===== src/rtl/gate_test_sequencer.sv =====
// Stimulus sequencer for a small combinational gate. It walks every input vector,
// waits a settle time, checks the gate output against a truth table and summarises.
module gate_test_sequencer #(
  parameter int                   N_IN     = 2,
  parameter logic [2**N_IN-1:0]   EXPECTED = 4'b1110,
  parameter int                   SETTLE   = 2
) (
  input  logic                 clk,
  input  logic                 rst_n,
  input  logic                 start,
  input  logic                 dut_out,
  output logic [N_IN-1:0]      vec,
  output logic                 busy,
  output logic                 done,
  output logic                 pass,
  output logic [N_IN:0]        err_count,
  output logic [2**N_IN-1:0]   fail_mask
);

  typedef enum logic [1:0] {
    S_IDLE,
    S_SETTLE,
    S_CHECK,
    S_DONE
  } state_e;

  localparam logic [N_IN-1:0] LAST_VEC   = '1;
  localparam logic [7:0]      CNT_RELOAD = 8'(SETTLE - 1);

  state_e              state_q, state_d;
  logic [N_IN-1:0]     vec_q, vec_d;
  logic [7:0]          cnt_q, cnt_d;
  logic                busy_q, busy_d;
  logic                done_q, done_d;
  logic                pass_q, pass_d;
  logic [N_IN:0]       err_q, err_d;
  logic [2**N_IN-1:0]  fail_q, fail_d;

  // NOTE: every next-state variable gets a hold/default value first, so no path leaves it unassigned and no latch is inferred.
  always_comb begin
    state_d = state_q;
    vec_d   = vec_q;
    cnt_d   = cnt_q;
    busy_d  = busy_q;
    done_d  = 1'b0;
    pass_d  = pass_q;
    err_d   = err_q;
    fail_d  = fail_q;

    unique case (state_q)
      S_IDLE: begin
        if (start) begin
          state_d = S_SETTLE;
          vec_d   = '0;
          cnt_d   = CNT_RELOAD;
          busy_d  = 1'b1;
          pass_d  = 1'b0;
          err_d   = '0;
          fail_d  = '0;
        end
      end

      S_SETTLE: begin
        if (cnt_q != 8'd0) cnt_d = cnt_q - 8'd1;
        else               state_d = S_CHECK;
      end

      S_CHECK: begin
        if (dut_out != EXPECTED[vec_q]) begin
          fail_d[vec_q] = 1'b1;
          err_d         = err_q + 1'b1;
        end
        if (vec_q == LAST_VEC) begin
          state_d = S_DONE;
          done_d  = 1'b1;
          // Uses the updated count so a miss on the final vector is included.
          pass_d  = (err_d == '0);
        end else begin
          state_d = S_SETTLE;
          vec_d   = vec_q + 1'b1;
          cnt_d   = CNT_RELOAD;
        end
      end

      S_DONE: begin
        // The edge leaving DONE is the first one at which a held start relaunches,
        // so back-to-back runs have no idle gap and results are valid only with done.
        if (start) begin
          state_d = S_SETTLE;
          vec_d   = '0;
          cnt_d   = CNT_RELOAD;
          busy_d  = 1'b1;
          pass_d  = 1'b0;
          err_d   = '0;
          fail_d  = '0;
        end else begin
          state_d = S_IDLE;
          busy_d  = 1'b0;
        end
      end

      default: state_d = S_IDLE;
    endcase
  end

  // NOTE: state registers use non-blocking assignments so every flop samples pre-edge values.
  always_ff @(posedge clk or negedge rst_n) begin
    if (!rst_n) begin
      state_q <= S_IDLE;
      vec_q   <= '0;
      cnt_q   <= '0;
      busy_q  <= 1'b0;
      done_q  <= 1'b0;
      pass_q  <= 1'b0;
      err_q   <= '0;
      fail_q  <= '0;
    end else begin
      state_q <= state_d;
      vec_q   <= vec_d;
      cnt_q   <= cnt_d;
      busy_q  <= busy_d;
      done_q  <= done_d;
      pass_q  <= pass_d;
      err_q   <= err_d;
      fail_q  <= fail_d;
    end
  end

  assign vec       = vec_q;
  assign busy      = busy_q;
  assign done      = done_q;
  assign pass      = pass_q;
  assign err_count = err_q;
  assign fail_mask = fail_q;

endmodule


===== config.mk =====
export PLATFORM = sky130hd
export DESIGN_NAME = gate_test_sequencer
export DESIGN_NICKNAME = d
export VERILOG_FILES = /design/src/rtl/gate_test_sequencer.sv
export SDC_FILE = /design/constraint.sdc
export NUM_CORES = 1
export LEC_CHECK = 0
export ABC_CLOCK_PERIOD_IN_PS = 2100
export CORE_MARGIN = 2
export CORE_UTILIZATION = 35
export DETAILED_ROUTE_END_ITERATION = 8
export PLACE_DENSITY = 0.51
export SLEW_MARGIN = 15
export SYNTH_ARGS = -nofsm -noshare
export SYNTH_HDL_FRONTEND = slang
export SYNTH_SLANG_ARGS = --single-unit

===== constraint.sdc =====
create_clock -name clk -period 2.1 [get_ports clk]
set_clock_uncertainty 0.05 [all_clocks]
set_input_delay 0.42 -clock clk [delete_from_list [all_inputs] [get_ports clk]]
set_output_delay 0.42 -clock clk [all_outputs]
set_load 0.02 [all_outputs]

**After elaboration in Yosys (flattened, before gate mapping)**

Cells that the tools add are included.

- Bits in registers: 22
- Logic and storage cells: 71

- Add/subtract/negate cells: 3
- Magnitude comparators: 2
- Equality and inequality tests: 12
- Muxes and demuxes: 31
- Bitwise gates (word level): 1
- Reduce and logical (&&, ||, !) cells: 14

Operators by type and width:

| operator | number |
|---|---|
| $mux 8 | 3 |
| $pmux 8 s3 | 1 |
| $ne 2x2->1 const B | 6 |
| $reduce_and 3->1 | 4 |
| $mux 2 | 5 |
| $mux 1 | 9 |
| $mux 3 | 3 |
| $mux 4 | 2 |
| $pmux 2 s4 | 1 |
| $pmux 4 s2 | 1 |
| $reduce_bool 8->1 | 1 |
| $sub 8x1->8 const B | 1 |
| $eq 2x2->1 const B | 3 |
| $pmux 3 s2 | 1 |
| $reduce_and 2->1 | 3 |
| $or 4x4->4 | 1 |
| $pmux 1 s2 | 2 |
| $pmux 2 s2 | 1 |
| $reduce_bool 2->1 | 2 |
| $add 3x1->3 const B | 1 |
| $logic_not 3->1 | 1 |
| $lt 2x3->1 const B | 1 |
| $add 2x1->2 const B | 1 |
| $bmux 1 s2 | 1 |
| other kinds (8) | 8 |

**Depth between registers and ports, before layout**

Gate-level depths: netlist of the first run.

- Word-level depth: 8
- Mapped depth: 7
- Mapped depth without buffers: 6

**Worst setup path after synthesis of the first run**

OpenSTA, ideal clock, no wires.

- Path type: flip-flop to flip-flop
- From: register vec_q[0], in the netlist vec[0]
- To: register cnt_q[7]
- Library setup time: 0.128 ns
- Arrival: 1.816 ns
- Path slack: 0.106 ns
- Stages on the path, launching flop included: 6
- Path buffers: 0
- Path through: dfrtp_1 > ha_1 > o2bb2ai_2 > or4_4 > nor4_2 > mux2_1

- Longest elaborated chain between the ends: 3

RTL lines:

| element | line | source |
|---|---|---|
| start, declared | 31 | `logic [N_IN-1:0] vec_q, vec_d;` |
| start signal, assigned | 119 | `vec_q <= vec_d;` |
| $eq 2x2->1 | 73 | `if (vec_q == LAST_VEC) begin` |
| $ne 2x2->1 (no line) | -- |  |
| $reduce_and 3->1 (no line) | -- |  |
| end signal, assigned | 120 | `cnt_q <= cnt_d;` |
| end, declared | 32 | `logic [7:0] cnt_q, cnt_d;` |

Every way passes these cells.
A chain may end at the register's enable or synchronous reset.

**Worst setup path in the final report of the first run**

- From: register state_q[1]
- To: register cnt_q[7]

- Longest elaborated chain between the ends: 4

RTL lines:

| element | line | source |
|---|---|---|
| start, declared | 30 | `state_e state_q, state_d;` |
| start signal, assigned | 118 | `state_q <= state_d;` |
| $eq 2x2->1 or $logic_not 2->1 (tied branches) | 50 | `unique case (state_q)` |
| $reduce_or 2->1 (no line) | -- |  |
| $ne 2x1->1 (no line) | -- |  |
| $reduce_and 3->1 (no line) | -- |  |

Several ways; a longest one is shown, not always the timed one.

==> results of run 1 <==
-- metal layers --
layer	GRT usage, %	wire length (um)	part of all wire [%]
met3	1.54	43	1.5
met5	0	0	0
met4	7.29	58	2.0
met1	18.8	1370	48
met2	24.0	1380	48
-- area by class of cell --
class	count	area (um2)	area share (%)
multi-input cells	95	737	43.3
flip-flops and latches	22	551	32.4
repair buffers	31	270	15.9
well taps	48	60.1	3.53
clock buffers	3	41.3	2.43
inverters	11	41.3	2.43
-- through the flow --
step | setup TNS, ns | cells | setup WS (ns)
2_1_floorplan | 0 | 130 | 0.106
3_3_place_gp | -0.0417 | 206 | -0.0417
3_5_place_dp | -0.0774 | 206 | -0.0637
4_1_cts | 0 | 209 | 0.0539
5_1_grt | -0.00428 | 210 | -0.00428
6_report | 0 | 210 | 0.0821
-- flip-flops by register name (all words and copies together) (netlist names) --
register,cells
fail_mask,4
cnt_q,8
done,1
busy,1
err_count,3
state_q,2
pass,1
vec,2
-- timing repair --
action | CTS | global route
setup buffers | 0 | 1
resized for setup | 0 | 2
endpoints found under the setup margin | 0 | 6
-- logic make-up after synthesis --
family / count (synthesis)
simple gates: 41
buf+inv: 13
xor+xnor: 2
mux: 4
fa+ha+maj: 13
flops: 22
compound gates: 35
-- final timing paths --
kind,endpoint,cells after the start,start
setup / recovery,cnt_q[7]$_DFFE_PN0P_,6,state_q[1]$_DFFE_PN0P_
hold / removal,done$_DFF_PN0_,2,rst_n
setup reg to reg,cnt_q[7]$_DFFE_PN0P_,6,state_q[1]$_DFFE_PN0P_
hold reg to reg,fail_mask[1]$_DFFE_PN0P_,2,fail_mask[1]$_DFFE_PN0P_
max in group asynchronous,cnt_q[4]$_DFFE_PN0P_,2,rst_n
min in group clk,fail_mask[1]$_DFFE_PN0P_,2,fail_mask[1]$_DFFE_PN0P_
-- power breakdown --
part / internal, W / switching [W]
Sequential: 0.000590 / 0.000150
Combinational: 0.000856 / 0.000928
Clock: 0.000128 / 0.000137
Total: 0.00157 / 0.00122
-- layout by cell type, fill, tap and decap left out, drive strengths merged, types with 2 or more instances in the layout --
cell           count
o41ai              3
buf               16
mux2               3
a22o               4
inv               11
nand2              5
or3                4
or4b               2
ha                13
a21oi             11
clkbuf             3
dfrtp             22
a22oi              2
nand3              2
nor2b              3
clkdlybuf4s50     15
nor4               2
nor2              15
nand2b             3
o21ai              5
==> qor.json, run 1 <==
{
  "setup_path": {
    "cp_slowest_stage_delay_ns": 0.44,
    "critical_path_required_ns": 2.20,
    "critPathTopFamily": "simple AND/OR/NAND/NOR gates",
    "worstPathMaxFanout": 4,
    "worst-r2r-setup-slack_ns": 0.08,
    "critPathBufInv": 1,
    "critPathArrivalTime_ns": 2.12,
    "worst-setup-path-type": "reg2reg",
    "timing.critical_path.to_type": "flop",
    "cp_cell_sequence": "buf_4 -> ha_1 -> o2bb2ai_2 -> or4_4 -> nor4_2 -> mux2_1",
    "crit_path_slowest_cell": "sky130_fd_sc_hd__or4_4",
    "timing.critical_path.from_type": "flop"
  },
  "synth": {
    "syn-cell-area_mm2": 0.00133,
    "post_synth_main_area_contributors": "sky130_fd_sc_hd__dfrtp_1 (41%), sky130_fd_sc_hd__ha_1 (12%), sky130_fd_sc_hd__nor2_1 (4.2%)",
    "synthesis.nets": 147,
    "cell_with_the_most_instances_after_synthesis": "sky130_fd_sc_hd__dfrtp_1",
    "synth-seq-area-share_pct": 41.5,
    "post_synth_num_cell_types": 40,
    "post_synth_fa_ha_maj_area_fraction_pct": 12.3,
    "synthesis.area_per_instance_um2": 10.2,
    "synth_xor_xnor_area_share_pct": 1.32,
    "main_combinational_cell_family_by_area_after_synthesis": "compound AO/OA/AOI/OAI gates",
    "largest_area_contributor_in_the_netlist": "sky130_fd_sc_hd__dfrtp_1",
    "async_reset_ff_share_pct": 100,
    "synth.ff_latch_count": 22,
    "yosys-top-cells-count": "sky130_fd_sc_hd__dfrtp_1 (22), sky130_fd_sc_hd__nor2_1 (15), sky130_fd_sc_hd__ha_1 (13)",
    "simple_gate_fraction_of_synth_area_pct": 17.6,
    "dominantRegCellSynth": "sky130_fd_sc_hd__dfrtp_1",
    "synthCells": 130,
    "synth_compound_gate_area_share_pct": 19.5,
    "ys.warnings.count": 0,
    "post_synth_mux_area_share_pct": 3.30,
    "synth-edff-count": 0,
    "area_share_of_the_largest_cell_type_after_synthesis_pct": 41.5
  },
  "timing": {
    "final_hold_viol_count": 0,
    "maxSlewViolCount": 0,
    "hold_slack_ns": 0.449,
    "timing.final.crit_share_pct": 96.1,
    "finalSetupViolCount": 0,
    "max_slew.worst_pin.slew_ns": 0.479,
    "max-slew-margin-rel_pct": 67.6,
    "timing.final.crit_period_ns": 2.02,
    "fmax_mhz": 496
  },
  "route": {
    "drt_wl_total_mm": 2.85,
    "num_vias": 1063,
    "firstDrtPassIters": 4,
    "routed_via_density": 5.06,
    "drt_drc_violations_left": 0,
    "drt.antenna.violating_nets": 0,
    "dr.first_iter.drc_count": 64,
    "route.detailed.wl_per_inst_um": 13.6
  },
  "die": {
    "chipWidth_um": 65.6,
    "io_pins": 16,
    "core_mm2": 0.00366,
    "floorplan.initialDensity_pct": 36.3,
    "dieArea_mm2": 0.00430,
    "die_height_um": 65.6,
    "fp-row-count": 22
  },
  "global_routing": {
    "gr-usage-all-layers_pct": 14.5,
    "grt_first_pass_wirelength_mm": 4.73,
    "initial_antenna_violation_count": 0,
    "first_global_vias": 1061,
    "grt_overflow_total": 0,
    "largest_net_degree_at_the_start_of_global_routing": 23
  },
  "cts": {
    "ctsLongestPathBuffers": 2,
    "clkSlewWorstSetupHoldPaths_ns": 0.08,
    "number_of_h_tree_levels": 1,
    "worst_skew_pair.late_latency_ns": 0.26,
    "numClockSinks": 22,
    "ctsRootBufferMaster": "sky130_fd_sc_hd__clkbuf_8",
    "tritoncts.num_buffers": 3,
    "ctsHoldBuffers": 0,
    "clock_tree_from_tritoncts": "built"
  },
  "final_layout": {
    "final_net_count": 181,
    "syn_to_final_growth_pct": 28.1,
    "fillerInstances": 342,
    "drive_gt1_share_pct": 17.9,
    "finish.utilization_pct": 46.4,
    "post_route_cell_area_mm2": 0.00170,
    "num_antenna_cells": 0
  },
  "place": {
    "dpl_cell_area_mm2": 0.00163,
    "place.gp.congestion": 0.718,
    "port_buffers": 15,
    "dpl.hpwl_mm": 2.12
  },
  "power_and_ir_drop": {
    "power_density_mw_per_mm2": 1640,
    "power.leakage_nw": 0.782,
    "worst_ir_drop_vdd_v": 0.000745,
    "total_power_w": 0.00279
  },
  "run_status": {
    "run_status": "finished, final reports clean"
  },
  "hold_path": {
    "holdCritPathClass": "in2async"
  },
  "flow_run": {
    "timing.max_cap.violations": 0
  }
}
No activity file was read; power rests on OpenSTA's default activity.
==> run 2: changes to the inputs <==
Settings changed: ABC_CLOCK_PERIOD_IN_PS 2100 to not set, SKIP_LAST_GASP set to 1, SLEW_MARGIN 15 to not set.
==> results of run 2 <==
The final DEF is identical to that of run 1; final timing and power are the same.
==> run 3: changes to the inputs <==
Settings changed: CORE_MARGIN 2 to 5.
==> run 3 against run 2 <==
  * Global-route usage is 1.6 points lower
  * Clock power rose by 16%
  * Clock-buffer cell count up 1
  * Total power is 1.1% higher
  * Flip-flop and latch count unchanged
  * Combinational power hardly changed
  * Routed wire length up 4.5%
  * Non-clock buffer count rose by 1
  * Critical path type unchanged
==> qor.json, run 3 (same netlist as run 1, synthesis figures left out) <==
{
  "run_status": {
    "run_status": {"value": "finished, final reports clean", "change": "unchanged"}
  },
  "global_routing": {
    "first_global_vias": {"value": 1137, "change": "was 1,061"},
    "grt.met2_usage": {"value": 22.4, "unit": "%", "change": "was 24.0%"},
    "grt_use_met3": {"value": 1.68, "unit": "%", "change": "was 1.54%"},
    "grt-busiest-layer": {"value": "met2", "change": "unchanged"},
    "grt_overflow_total": {"value": 0, "change": "unchanged"},
    "met1_usage": {"value": 15.3, "unit": "%", "change": "was 18.8%"},
    "initial_antenna_violation_count": {"value": 0, "change": "unchanged"},
    "gr-usage-all-layers": {"value": 12.9, "unit": "%", "change": "was 14.5%"},
    "grt_first_pass_wirelength": {"value": 5.15, "unit": "mm", "change": "was 4.73 mm"},
    "largest_net_degree_at_the_start_of_global_routing": {"value": 23, "change": "unchanged"}
  },
  "cts": {
    "numClockSinks": {"value": 22, "change": "unchanged"},
    "ctsRootBufferMaster": {"value": "sky130_fd_sc_hd__clkbuf_8", "change": "unchanged"},
    "number_of_h_tree_levels": {"value": 1, "change": "unchanged"},
    "tritoncts.num_buffers": {"value": 3, "change": "unchanged"},
    "ctsLongestPathBuffers": {"value": 2, "change": "unchanged"},
    "worst_skew_pair.late_latency": {"value": 0.26, "unit": "ns", "change": "about the same"},
    "ctsHoldBuffers": {"value": 0, "change": "unchanged"},
    "clock_tree_from_tritoncts": {"value": "built", "change": "unchanged"},
    "clkSlewWorstSetupHoldPaths": {"value": 0.08, "unit": "ns", "change": "about the same"}
  },
  "route": {
    "drt.antenna.violating_nets": {"value": 0, "change": "unchanged"},
    "dr.first_iter.drc_count": {"value": 36, "change": "was 64"},
    "routed_via_density": {"value": 5.05, "change": "was 5.06"},
    "firstDrtPassIters": {"value": 5, "change": "was 4"},
    "num_vias": {"value": 1071, "change": "was 1,063"},
    "drt_drc_violations_left": {"value": 0, "change": "unchanged"},
    "route.detailed.wl_per_inst": {"value": 14.1, "unit": "um", "change": "was 13.6 um"},
    "drt_wl_total": {"value": 2.98, "unit": "mm", "change": "was 2.85 mm"}
  },
  "setup_path": {
    "timing.critical_path.to_type": {"value": "flop", "change": "unchanged"},
    "critPathTopFamily": {"value": "simple AND/OR/NAND/NOR gates", "change": "unchanged"},
    "critical_path_required": {"value": 2.20, "unit": "ns", "change": "about the same"},
    "cp_slowest_stage_delay": {"value": 0.44, "unit": "ns", "change": "about the same"},
    "critPathArrivalTime": {"value": 2.11, "unit": "ns", "change": "was 2.12 ns"},
    "cp_cell_sequence": {"value": "inv_1 -> ha_1 -> o2bb2ai_2 -> or4_4 -> nor4_2 -> mux2_1", "change": "was buf_4 -> ha_1 -> o2bb2ai_2 -> or4_4 -> nor4_2 -> mux2_1"},
    "worstPathMaxFanout": {"value": 4, "change": "unchanged"},
    "crit_path_slowest_cell": {"value": "sky130_fd_sc_hd__or4_4", "change": "unchanged"},
    "critPathBufInv": {"value": 1, "change": "unchanged"},
    "worst-setup-path-type": {"value": "reg2reg", "change": "unchanged"},
    "timing.critical_path.from_type": {"value": "flop", "change": "unchanged"}
  },
  "power_and_ir_drop": {
    "power_density": {"value": 1650, "unit": "mW/mm2", "change": "was 1640 mW/mm2"},
    "worst_ir_drop_vdd": {"value": 0.000740, "unit": "V", "change": "was 0.000745 V"},
    "power.leakage": {"value": 0.794, "unit": "nW", "change": "was 0.782 nW"}
  },
  "timing": {
    "timing.final.crit_share": {"value": 95.5, "unit": "%", "change": "was 96.1%"},
    "final_hold_viol_count": {"value": 0, "change": "unchanged"},
    "setup_slack": {"value": 0.0938, "unit": "ns", "change": "was 0.0821 ns"},
    "max_slew.worst_pin.slew": {"value": 0.444, "unit": "ns", "change": "was 0.479 ns"},
    "timing.final.crit_period": {"value": 2.01, "unit": "ns", "change": "was 2.02 ns"},
    "maxSlewViolCount": {"value": 0, "change": "unchanged"},
    "max-slew-margin-rel": {"value": 70.0, "unit": "%", "change": "was 67.6%"},
    "finalSetupViolCount": {"value": 0, "change": "unchanged"},
    "setup-tns-final": {"value": 0, "unit": "ns", "change": "unchanged"},
    "fmax": {"value": 498, "unit": "MHz", "change": "was 496 MHz"}
  },
  "flow_run": {
    "timing.max_cap.violations": {"value": 0, "change": "unchanged"}
  },
  "final_layout": {
    "layout.cells.most_common": {"value": "sky130_fd_sc_hd__dfrtp_1", "change": "unchanged"},
    "multi_input_comb_area": {"value": 724, "unit": "um2", "change": "was 737 um2"},
    "syn_to_final_growth": {"value": 28.7, "unit": "%", "change": "was 28.1%"},
    "layout.area.seq": {"value": 551, "unit": "um2", "change": "unchanged"},
    "finish.utilization": {"value": 46.7, "unit": "%", "change": "was 46.4%"},
    "post_route_cell_area": {"value": 0.00171, "unit": "mm2", "change": "was 0.00170 mm2"},
    "number_of_flip_flops_in_the_largest_register": {"value": 8, "change": "unchanged"},
    "final_net_count": {"value": 182, "change": "was 181"},
    "registers.top_by_ff_count": {"value": "cnt_q", "change": "unchanged"},
    "fillerInstances": {"value": 348, "change": "was 342"},
    "finish.cell_count_without_fillers": {"value": 212, "change": "was 210"},
    "drive_gt1_share": {"value": 18.3, "unit": "%", "change": "was 17.9%"},
    "most_used_cells_in_the_layout_excluding_fill_and_tap_cells": {"value": "sky130_fd_sc_hd__dfrtp_1 (22), sky130_fd_sc_hd__buf_4 (17), sky130_fd_sc_hd__nor2_1 (15), sky130_fd_sc_hd__clkdlybuf4s50_1 (15), sky130_fd_sc_hd__ha_1 (13)", "change": "was sky130_fd_sc_hd__dfrtp_1 (22), sky130_fd_sc_hd__buf_4 (16), sky130_fd_sc_hd__nor2_1 (15), sky130_fd_sc_hd__clkdlybuf4s50_1 (15), sky130_fd_sc_hd__ha_1 (12)"},
    "num_antenna_cells": {"value": 0, "change": "unchanged"}
  },
  "place": {
    "dpl_cell_area": {"value": 0.00163, "unit": "mm2", "change": "unchanged"},
    "pre_cts_ws": {"value": -0.0607, "unit": "ns", "change": "was -0.0637 ns"},
    "place.gp.congestion": {"value": 0.768, "change": "was 0.718"},
    "dpl.hpwl": {"value": 2.30, "unit": "mm", "change": "was 2.12 mm"},
    "dp_cells": {"value": 206, "change": "unchanged"},
    "port_buffers": {"value": 15, "change": "unchanged"}
  },
  "die": {
    "io_pins": {"value": 16, "change": "unchanged"},
    "core": {"value": 0.00366, "unit": "mm2", "change": "unchanged"},
    "dieArea": {"value": 0.00512, "unit": "mm2", "change": "was 0.00430 mm2"},
    "fp-row-count": {"value": 22, "change": "unchanged"},
    "die_height": {"value": 71.6, "unit": "um", "change": "was 65.6 um"},
    "floorplan.initialDensity": {"value": 36.3, "unit": "%", "change": "unchanged"},
    "chipWidth": {"value": 71.6, "unit": "um", "change": "was 65.6 um"}
  },
  "hold_path": {
    "holdCritPathClass": {"value": "reg2reg", "change": "was in2async"}
  }
}
[run 3: changes by cell type in the layout (fill, tap and decap cells not counted)]
cell                       previous run  this run
sky130_fd_sc_hd__clkbuf_8             3         4
sky130_fd_sc_hd__buf_4               16        17
sky130_fd_sc_hd__ha_4                 1         0
sky130_fd_sc_hd__ha_1                12        13
[run 3: area by class of cell]
| class | instances | share of cell area (%) |
|---|---|---|
| clock buffers | 4 | 3.22 |
| inverters | 11 | 2.42 |
| multi-input cells | 95 | 42.4 |
| flip-flops and latches | 22 | 32.2 |
| well taps | 48 | 3.51 |
| repair buffers | 32 | 16.3 |
[run 3: final timing paths]
check | cells after the start | slack (ns) | from | endpoint
worst max register to register | 6 | 0.09 | state_q[0]$_DFFE_PN0P_ | cnt_q[7]$_DFFE_PN0P_
worst min register to register | 2 | 0.45 | fail_mask[3]$_DFFE_PN0P_ | fail_mask[3]$_DFFE_PN0P_
min in group asynchronous | 2 | 0.47 | rst_n | err_count[2]$_DFFE_PN0P_
max in group asynchronous | 2 | 1.31 | rst_n | cnt_q[2]$_DFFE_PN0P_
worst max-delay path | 6 | 0.09 | state_q[0]$_DFFE_PN0P_ | cnt_q[7]$_DFFE_PN0P_
worst min-delay path | 2 | 0.45 | fail_mask[3]$_DFFE_PN0P_ | fail_mask[3]$_DFFE_PN0P_
[run 3: through the flow]
| stage | hold slack, ns | power [W] |
|---|---|---|
| floorplan | 0.0744 | 0.00188 |
| global placement | 0.435 | 0.00245 |
| detailed placement | 0.438 | 0.00250 |
| CTS | 0.459 | 0.00282 |
| global route | 0.499 | 0.00308 |
| finish | 0.451 | 0.00282 |
[run 3: layer usage]
| metal | up-vias | share of wire [%] |
|---|---|---|
| met5 | - | 0 |
| met4 | 0 | 2.0 |
| met3 | 4 | 2.4 |
| met2 | 21 | 51 |
| met1 | 508 | 45 |
| li1 | 538 | - |
[run 3: repair_timing]
action / in CTS / in global routing
endpoints found under the setup margin: 0 / 6
resized for setup: 0 / 1
setup buffers: 0 / 2
[run 3: worst reg2reg max path: stages (launching register included)]
cell and delay (ns):
sky130_fd_sc_hd__dfrtp_1 0.35, sky130_fd_sc_hd__inv_1 0.09, sky130_fd_sc_hd__ha_1 0.38, sky130_fd_sc_hd__o2bb2ai_2 0.09, sky130_fd_sc_hd__or4_4 0.44, sky130_fd_sc_hd__nor4_2 0.16, sky130_fd_sc_hd__mux2_1 0.34
[run 3: power by group]
group | internal (W) | total, W | switching [W]
logic | 0.000847 | 0.00178 | 0.000929
registers | 0.000589 | 0.000737 | 0.000148
clock network | 0.000167 | 0.000307 | 0.000140
